[config.mk]
export PLATFORM = sky130hd
export DESIGN_NAME = sum_accumulator_flat
export DESIGN_NICKNAME = d
export VERILOG_FILES = /design/src/rtl/sum_accumulator_pkg.sv /design/src/rtl/sum_accumulator_if.sv /design/src/rtl/sum_accumulator_acc_adder.sv /design/src/rtl/sum_accumulator.sv /design/src/flat_wrapper.sv
export SDC_FILE = /design/constraint.sdc
export NUM_CORES = 1
export LEC_CHECK = 0
export BUFFER_PORTS_ARGS = -buffer_cell sky130_fd_sc_hd__buf_2
export CORE_MARGIN = 4
export CORE_UTILIZATION = 35
export DETAILED_ROUTE_END_ITERATION = 7
export GPL_TIMING_DRIVEN = 0
export PLACE_DENSITY = 0.57
export SYNTH_ARGS = -nofsm -noshare
export SYNTH_HDL_FRONTEND = slang
export SYNTH_HIERARCHICAL = 1
export SYNTH_SLANG_ARGS = --single-unit
[constraint.sdc]
create_clock -name CLK -period 1.9 [get_ports CLK]
set_input_delay 0.38 -clock CLK [delete_from_list [all_inputs] [get_ports CLK]]
set_output_delay 0.38 -clock CLK [all_outputs]
set_load 0.005 [all_outputs]
[src/rtl/sum_accumulator_pkg.sv]
// Shared types and helpers for the sum_accumulator batch-summing stage.
package sum_accumulator_pkg;

   // Batch controller states.
   typedef enum logic [1:0] {
      IDLE  = 2'd0,
      ACCUM = 2'd1,
      HOLD  = 2'd2
   } state_t;

   // Width of the Count port: max(1, clog2(n)).
   function automatic int unsigned count_width(input int unsigned n);
      int unsigned w;
      w = $clog2(n);
      return (w < 1) ? 1 : w;
   endfunction

endpackage

[src/rtl/sum_accumulator_if.sv]
// Input-word and output-batch handshakes of sum_accumulator.
interface sum_accumulator_if
   import sum_accumulator_pkg::*;
#(
   parameter int unsigned DATA_WIDTH  = 4,
   parameter int unsigned NUM_SAMPLES = 4,
   parameter int unsigned ACC_WIDTH   = 8
);
   localparam int unsigned CW = count_width(NUM_SAMPLES);

   logic                  In_Valid;
   logic                  In_Ready;
   logic [DATA_WIDTH-1:0] Sum;
   logic                  Carry;
   logic                  Out_Valid;
   logic                  Out_Ready;
   logic [ACC_WIDTH-1:0]  Acc_Out;
   logic                  Overflow;
   logic [CW-1:0]         Count;

   // Producer of words / consumer of batches.
   modport master (
      output In_Valid, Sum, Carry, Out_Ready,
      input  In_Ready, Out_Valid, Acc_Out, Overflow, Count
   );

   // The accumulator block itself.
   modport slave (
      input  In_Valid, Sum, Carry, Out_Ready,
      output In_Ready, Out_Valid, Acc_Out, Overflow, Count
   );

endinterface

[src/rtl/sum_accumulator_acc_adder.sv]
// Combinational unsigned adder returning the sum and the carry out of WIDTH.
module acc_adder #(
   parameter int unsigned WIDTH = 8
) (
   input  logic [WIDTH-1:0] a,
   input  logic [WIDTH-1:0] b,
   output logic [WIDTH-1:0] sum,
   output logic             carry
);

   // Widen by one bit so the carry falls out of the top.
   always_comb begin
      {carry, sum} = {1'b0, a} + {1'b0, b};
   end

endmodule

[src/rtl/sum_accumulator.sv]
// Accumulates NUM_SAMPLES {Carry, Sum} words per batch and presents the total
// with a wrap flag on an output handshake.
module sum_accumulator
   import sum_accumulator_pkg::*;
#(
   parameter int unsigned DATA_WIDTH  = 4,
   parameter int unsigned NUM_SAMPLES = 4,
   parameter int unsigned ACC_WIDTH   = 8
) (
   input  logic              CLK,
   input  logic              RST_n,
   sum_accumulator_if.slave  bus
);

   localparam int unsigned CW = count_width(NUM_SAMPLES);

   state_t                state, state_nxt;
   logic [ACC_WIDTH-1:0]  acc_q;
   logic                  ovf_q;
   logic [CW-1:0]         cnt_q;
   logic [ACC_WIDTH-1:0]  word;
   logic [ACC_WIDTH-1:0]  add_sum;
   logic                  add_carry;
   logic                  in_ready;
   logic                  out_valid;
   logic                  accept;
   logic                  last_word;

   assign word      = ACC_WIDTH'({bus.Carry, bus.Sum});
   assign accept    = bus.In_Valid & in_ready;
   assign last_word = (cnt_q == CW'(NUM_SAMPLES - 1));

   acc_adder #(.WIDTH(ACC_WIDTH)) u_acc_adder (
      .a     (acc_q),
      .b     (word),
      .sum   (add_sum),
      .carry (add_carry)
   );

   // Next state and handshake outputs, decoded from state only.
   always_comb begin
      state_nxt = state;
      in_ready  = 1'b0;
      out_valid = 1'b0;
      case (state)
         IDLE: begin
            in_ready = 1'b1;
            if (bus.In_Valid) state_nxt = ACCUM;
         end
         ACCUM: begin
            in_ready = 1'b1;
            if (bus.In_Valid && last_word) state_nxt = HOLD;
         end
         HOLD: begin
            out_valid = 1'b1;
            if (bus.Out_Ready) state_nxt = IDLE;
         end
         default: state_nxt = IDLE;
      endcase
   end

   // State register with synchronous reset.
   always_ff @(posedge CLK) begin
      if (!RST_n) state <= IDLE;
      else        state <= state_nxt;
   end

   // Accumulator, wrap flag and word counter; only loaded on an accepted word.
   always_ff @(posedge CLK) begin
      if (!RST_n) begin
         acc_q <= '0;
         ovf_q <= 1'b0;
         cnt_q <= '0;
      end else if (accept) begin
         if (state == IDLE) begin
            acc_q <= word;
            ovf_q <= 1'b0;
            cnt_q <= CW'(1);
         end else begin
            acc_q <= add_sum;
            ovf_q <= ovf_q | add_carry;
            cnt_q <= last_word ? '0 : cnt_q + CW'(1);
         end
      end
   end

   assign bus.In_Ready  = in_ready;
   assign bus.Out_Valid = out_valid;
   assign bus.Acc_Out   = acc_q;
   assign bus.Overflow  = ovf_q;
   assign bus.Count     = cnt_q;

endmodule

[src/flat_wrapper.sv]
// flat-port wrapper written by rule: the top's interface ports become plain ports
module sum_accumulator_flat import sum_accumulator_pkg::*;
#(
   parameter int unsigned DATA_WIDTH  = 4,
   parameter int unsigned NUM_SAMPLES = 4,
   parameter int unsigned ACC_WIDTH   = 8
)
  (CLK, RST_n, bus_In_Valid, bus_Sum, bus_Carry, bus_Out_Ready, bus_In_Ready, bus_Out_Valid, bus_Acc_Out, bus_Overflow, bus_Count);
  sum_accumulator_if #(.DATA_WIDTH(DATA_WIDTH), .NUM_SAMPLES(NUM_SAMPLES), .ACC_WIDTH(ACC_WIDTH)) bus_i ();
  input  logic CLK;
  input  logic RST_n;
  input wire logic [$bits(bus_i.In_Valid)-1:0] bus_In_Valid;
  input wire logic [$bits(bus_i.Sum)-1:0] bus_Sum;
  input wire logic [$bits(bus_i.Carry)-1:0] bus_Carry;
  input wire logic [$bits(bus_i.Out_Ready)-1:0] bus_Out_Ready;
  output wire logic [$bits(bus_i.In_Ready)-1:0] bus_In_Ready;
  output wire logic [$bits(bus_i.Out_Valid)-1:0] bus_Out_Valid;
  output wire logic [$bits(bus_i.Acc_Out)-1:0] bus_Acc_Out;
  output wire logic [$bits(bus_i.Overflow)-1:0] bus_Overflow;
  output wire logic [$bits(bus_i.Count)-1:0] bus_Count;
  assign bus_i.In_Valid = bus_In_Valid;
  assign bus_i.Sum = bus_Sum;
  assign bus_i.Carry = bus_Carry;
  assign bus_i.Out_Ready = bus_Out_Ready;
  assign bus_In_Ready = bus_i.In_Ready;
  assign bus_Out_Valid = bus_i.Out_Valid;
  assign bus_Acc_Out = bus_i.Acc_Out;
  assign bus_Overflow = bus_i.Overflow;
  assign bus_Count = bus_i.Count;
  sum_accumulator #(.DATA_WIDTH(DATA_WIDTH), .NUM_SAMPLES(NUM_SAMPLES), .ACC_WIDTH(ACC_WIDTH)) u_core (.CLK(CLK), .RST_n(RST_n), .bus(bus_i));
endmodule
==> reports/qor.txt, run 1 <==
dpl cells: 158
period utilization: 95.2%
IO Port Bufs: 21
Min-Delay Startpoint: RST_n
Worst Path Max Fanout: 4
CTS Buf Count: 3
core area: 2520 µm²
outcome: finished clean
overall routing resource usage: 13.1%
hold-fix buffers at CTS: 0
Iter 0 DRT Violations: 8
Fin. Hold Viols: 0
number of global-route vias before repair: 821
via count: 835
final net count: 152
Seq/Total Area, Yosys: 27.4%
reg2reg end: u_core/bus.Acc_Out[5]
Wirelength per Cell: 12.9 µm
# diodes: 0
detailed placement HPWL: 1.56 mm
reg2reg start: u_core/bus.Acc_Out[2]
cell with the most instances after synthesis: dfxtp_1
die width: 60.1 µm
total clock sinks: 13
largest net degree at the start of global routing: 11
final wirelength: 2.10 mm
Synth top area share: 27.4%
top post-synthesis cells by count: dfxtp_1, ha_1, a21oi_1, nand2_1, nand3_1
Worst Path Required: 2.12 ns
Worst-Skew Late Latency: 0.29 ns
CTS tree: done
main combinational cell family by area after synthesis: compound AO/OA/AOI/OAI gates
multiplexer share of the synthesized area: 6.33%
FFs w/ async S/R, synth: 0%
Reg clk slew, reported paths: 0.10 ns
post-synthesis adder-cell area fraction: 14.0%
DRC Markers: 0
Gate Count Post-Synth: 105
Compound-Gate Fraction of Synth Area: 25.3%
max frequency: 0.553 GHz
Worst Clk Skew: 0.00570 ns
multi-input combinational cell area: 641 µm²
via-per-instance ratio: 5.15
Worst Reg2Reg Path Length in Cells: 7
ratio of cells with drive above 1 in the final layout: 34.8%
Hold Crit Depth: 2
WHS Endpoint: u_core/bus.Acc_Out[7]
setup violators final: 0
Synth Area in Simple Gates: 15.2%
area leader, netlist: dfxtp_1
FF+latch count, synth: 13
grt total ovfl: 0
die height: 60.1 µm
H-tree levels: 1
Mapped Area: 948 µm²
Synth Flop Type: dfxtp_1
Startpoint Class: flop
Final Util: 45.3%
Area Growth Syn to Fin: 20.6%
CTS max path bufs: 2
Final Max Tran Viols: 0
R2R setup slack: 0.09 ns
Initial Util: 37.6%
syn avg cell area: 9.03 µm²
Pre-Repair DR Iteration Count: 4
Synth cell types: 34
fill count: 276
Period minus WS final: 1.81 ns
top cells by area, synth: dfxtp_1, ha_1, mux2i_1
crit end category: flop
number of core rows: 18
XOR/XNOR Fraction of Synth Area: 3.69%
I/O Pins: 22
first-pass GRT wire length: 3.57 mm
RD Place Congestion: 0.754
clock root buffer: clkbuf_4
type of the most critical hold path: in2reg
worst vdd ir: 379 µV
Critical Path AT: 2.03 ns
post-route ant nets: 0
Die Area: 3610 µm²
Final Non-Filler Cells: 162
Ys Warns: 6
register area: 260 µm²
max cap viols: 0
power per cell area: 621 nW/µm²
initial antenna violation count: 0
Leakage: 0.529 nW
Post-synth EDFFs: 0
Setup CP Type: reg2reg
## worst max-delay path, stage by stage, from the launching register on
cell and delay, ns:
dfxtp_1 0.34, ha_1 0.36, a21oi_1 0.25, a21oi_1 0.14, nor4_1 0.28, a311o_1 0.17, nand3_1 0.07, a21boi_1 0.14
## per-stage QoR
step / power (W) / TNS, ns / hold slack [ns] / worst slack [ns] / instance area, µm²
2_1_floorplan: 0.000467 / 0 / 0.463 / 0.185 / 956
3_3_place_gp: 0.000516 / -0.190 / 0.460 / -0.0854 / 1100
3_5_place_dp: 0.000522 / -0.289 / 0.469 / -0.112 / 1100
4_1_cts: 0.000713 / 0 / 0.352 / 0.00454 / 1130
5_1_grt: 0.000766 / -0.0454 / 0.360 / -0.0454 / 1140
6_report: 0.000710 / 0 / 0.357 / 0.0911 / 1140
## registers in the layout, indices dropped and copies added, names as in the netlist
register             count
u_core/state             2
u_core/bus.Overflow      1
u_core/bus.Count         2
u_core/bus.Acc_Out       8
## routing by layer
layer / track usage [%] / wire length, µm
met5: 0 / 0
met4: 1.90 / 7
met3: 3.89 / 94
met2: 23.1 / 1040
met1: 15.9 / 957
## placed cells by master (no fill, tap or decap)
master,n
buf_2,21
dfxtp_1,13
ha_1,8
nand2_1,7
nand3_1,7
mux2i_1,6
a21oi_1,6
a21oi_2,5
o21ai_0,5
clkbuf_4,4
inv_1,4
nor2b_1,4
a21boi_1,4
o21ai_2,4
nor2_1,3
conb_1,3
buf_4,2
nor2_2,2
a21o_1,2
nor3_1,2
xnor2_1,2
a311o_1,2
xor2_1,2
clkinv_2,1
nand2b_1,1
nor2b_4,1
buf_6,1
buf_12,1
a32oi_1,1
o2111a_1,1
a2111oi_2,1
a221oi_1,1
inv_2,1
nor4_1,1
o21bai_1,1
fa_2,1
ha_2,1
## final cells by class
| class | instances | area share [%] |
|---|---|---|
| Clock inverter | 1 | 0.438 |
| Tap cell | 30 | 3.28 |
| Timing Repair Buffer | 21 | 9.19 |
| Sequential cell | 13 | 22.8 |
| Clock buffer | 3 | 1.97 |
| Buffer | 5 | 4.70 |
| Inverter | 5 | 1.64 |
| Multi-Input combinational cell | 84 | 56.0 |
## repair_timing
item | CTS | global route
gates resized for setup | 0 | 6
buffers inserted | 0 | 0
endpoints found under the setup margin | 0 | 4
## power breakdown
part	total (W)	leakage [nW]	internal, W	switching, W
registers	0.000303	0.107	0.000289	0.0000141
clock network	0.000187	0.0177	0.0000782	0.000109
logic	0.000220	0.404	0.000106	0.000114
## worst max-delay path by stage
stage,startpoint,endpoint,slack [ns],depth (start not counted)
after floorplan,bus_Sum[0],u_core/bus.Overflow,0.18,8
after global placement,bus_Sum[0],u_core/bus.Overflow,-0.09,9
after detailed placement,bus_Sum[0],u_core/bus.Overflow,-0.11,9
after CTS,u_core/bus.Acc_Out[0],u_core/bus.Overflow,0.005,8
after global routing,u_core/bus.Acc_Out[2],u_core/bus.Acc_Out[5],-0.05,7
final,u_core/bus.Acc_Out[2],u_core/bus.Acc_Out[5],0.09,7
## kinds of logic (layout without fill, tap and decap cells)
logic type | Yosys count | in the layout
other cells | 1 | 3
xor+xnor | 4 | 4
fa+ha+maj | 10 | 10
simple gates | 28 | 28
flops | 13 | 13
buf+inv | 10 | 35
compound gates | 33 | 33
mux | 6 | 6
Note: power is estimated with default switching activity, not from simulation.
==> inputs of run 2 (changes only) <==
Clock period 1.9 ns to 2 ns, I/O delays scaled along.
==> reports/qor.txt, run 2 (synthesized netlist as in run 1, its figures left out) <==
Initial Util: 37.6% (unchanged)
clock share of power: 26.7% (+0.4 points)
RD Place Congestion: 0.754 (unchanged)
Critical Path AT: 2.03 ns (about the same)
via-per-instance ratio: 5.08 (-1.4%)
via count: 823 (-1.4%)
Worst Clk Skew: 0.00471 ns (-0.000996 ns)
I/O Pins: 22 (unchanged)
Leakage: 0.530 nW (+0.16%)
hold-fix buffers at CTS: 0 (unchanged)
setup violators final: 0 (unchanged)
cell-internal power: 0.000446 W (-5.7%)
outcome: finished clean
initial antenna violation count: 0 (unchanged)
Pre-Repair DR Iteration Count: 4 (unchanged)
Worst Path Required: 2.18 ns (+0.06 ns)
Die Area: 3610 µm² (unchanged)
max cap viols: 0 (unchanged)
Fin. Hold Viols: 0 (unchanged)
final wirelength: 2.03 mm (-3.1%)
CTS Buf Count: 3 (unchanged)
crit end category: flop
period utilization: 92.5% (-2.7 points)
grt total ovfl: 0 (unchanged)
Post-CTS Setup Bufs: 0 (unchanged)
ratio of cells with drive above 1 in the final layout: 31.8% (-3.0 points)
final net count: 152 (unchanged)
core area: 2520 µm² (unchanged)
fill count: 276 (unchanged)
Wirelength per Cell: 12.5 µm (-3.1%)
DRC Markers: 0 (unchanged)
die height: 60.1 µm (unchanged)
Setup CP Type: reg2reg
H-tree levels: 1 (unchanged)
Area after DPL: 1100 µm² (unchanged)
number of core rows: 18 (unchanged)
total power: 0.000668 W (-5.9%)
most common library cell in the layout ignoring fill and taps: buf_2
Area Growth Syn to Fin: 19.3%
power per cell area: 591 nW/µm² (-4.9%)
Final Max Tran Viols: 0 (unchanged)
largest net degree at the start of global routing: 11 (unchanged)
Hold Slack: 0.378 ns (+0.0203 ns)
post-route cell area: 1130 µm² (-1.1%)
max frequency: 0.540 GHz (-2.2%)
Worst Path Max Fanout: 3 (-1)
die width: 60.1 µm (unchanged)
post-route ant nets: 0 (unchanged)
overall routing resource usage: 13.1% (unchanged)
type of the most critical hold path: in2reg
clock root buffer: clkbuf_4
multi-input combinational cell area: 628 µm² (-2.0%)
total net switching power: 0.000222 W (-6.4%)
CTS tree: done
Period minus WS final: 1.85 ns (+0.0416 ns)
total clock sinks: 13 (unchanged)
worst vdd ir: 361 µV (-4.9%)
sequential power share: 43.1% (+0.4 points)
flip-flop count of the largest register after layout: 8 (unchanged)
detailed placement HPWL: 1.56 mm (unchanged)
most frequent cells in the layout: buf_2, dfxtp_1, ha_1, nand2_1, nand3_1
number of global-route vias before repair: 821 (unchanged)
first-pass GRT wire length: 3.57 mm (unchanged)
RSZ-0062 raised after global routing: no
# diodes: 0 (unchanged)
combinational share of power: 30.2% (-0.7 points)
register area: 260 µm² (unchanged)
Sw Share: 33.2% (-0.17 points)
Worst-Skew Late Latency: 0.29 ns (about the same)
Iter 0 DRT Violations: 9 (+1)
Startpoint Class: flop
Reg clk slew, reported paths: 0.10 ns (about the same)
CTS max path bufs: 2 (unchanged)
IO Port Bufs: 21 (unchanged)
## run 2: cell counts in the layout (fill, tap and decap cells not counted)
Identical to the previous run, type by type.
## run 2: layer usage
metal,global-route usage (%),wire length [µm]
met1,15.9,948
met2,23.1,982
met3,3.89,94
met4,1.90,7
met5,0,0
## run 2: worst paths after layout
check	startpoint	endpoint	slack, ns	cells past startpoint
setup / recovery	u_core/bus.Acc_Out[0]	u_core/bus.Overflow	0.15	8
hold / removal	RST_n	u_core/bus.Acc_Out[7]	0.38	2
setup reg to reg	u_core/bus.Acc_Out[0]	u_core/bus.Overflow	0.15	8
hold reg to reg	u_core/bus.Acc_Out[6]	u_core/bus.Acc_Out[6]	0.48	2
## run 2: worst max-delay path: stages, from the launching register on
cell     delay (ns)
dfxtp_1        0.34
ha_1           0.23
fa_1           0.43
a21oi_2        0.19
nor2_1         0.06
nor2_1         0.16
o21ai_0        0.16
a21oi_2        0.15
nor2_2         0.04
## run 2: final cells by class
| type | instances | share of cell area, % |
|---|---|---|
| repair buffers | 21 | 9.29 |
| clock buffers | 3 | 1.99 |
| inverters | 5 | 1.66 |
| plain buffers | 5 | 4.76 |
| clock inverters | 1 | 0.442 |
| flip-flops and latches | 13 | 23.0 |
| well taps | 30 | 3.32 |
| multi-input cells | 84 | 55.5 |
## run 2: power by group through the flow
stage               logic, W  registers, W  clock network (W)
floorplan           0.000149      0.000295                  0
global placement    0.000197      0.000294                  0
detailed placement  0.000201      0.000295                  0
CTS                 0.000202      0.000289           0.000187
global route        0.000231      0.000291           0.000198
finish              0.000202      0.000288           0.000178
## run 2: what timing repair did
action                     CTS  global route
resized for setup            0             2
setup endpoints to repair    0             2
hold endpoints to repair     0             0
## run 2: metrics by stage
step | setup slack [ns] | cells | util [%] | TNS [ns]
2_1_floorplan | 0.265 | 107 | - | 0
3_3_place_gp | -0.00544 | 158 | 43.6 | -0.00544
3_5_place_dp | -0.0315 | 158 | 43.6 | -0.0400
4_1_cts | 0.105 | 162 | 44.6 | 0
5_1_grt | 0.0413 | 162 | 44.8 | 0
6_report | 0.149 | 162 | 44.8 | 0
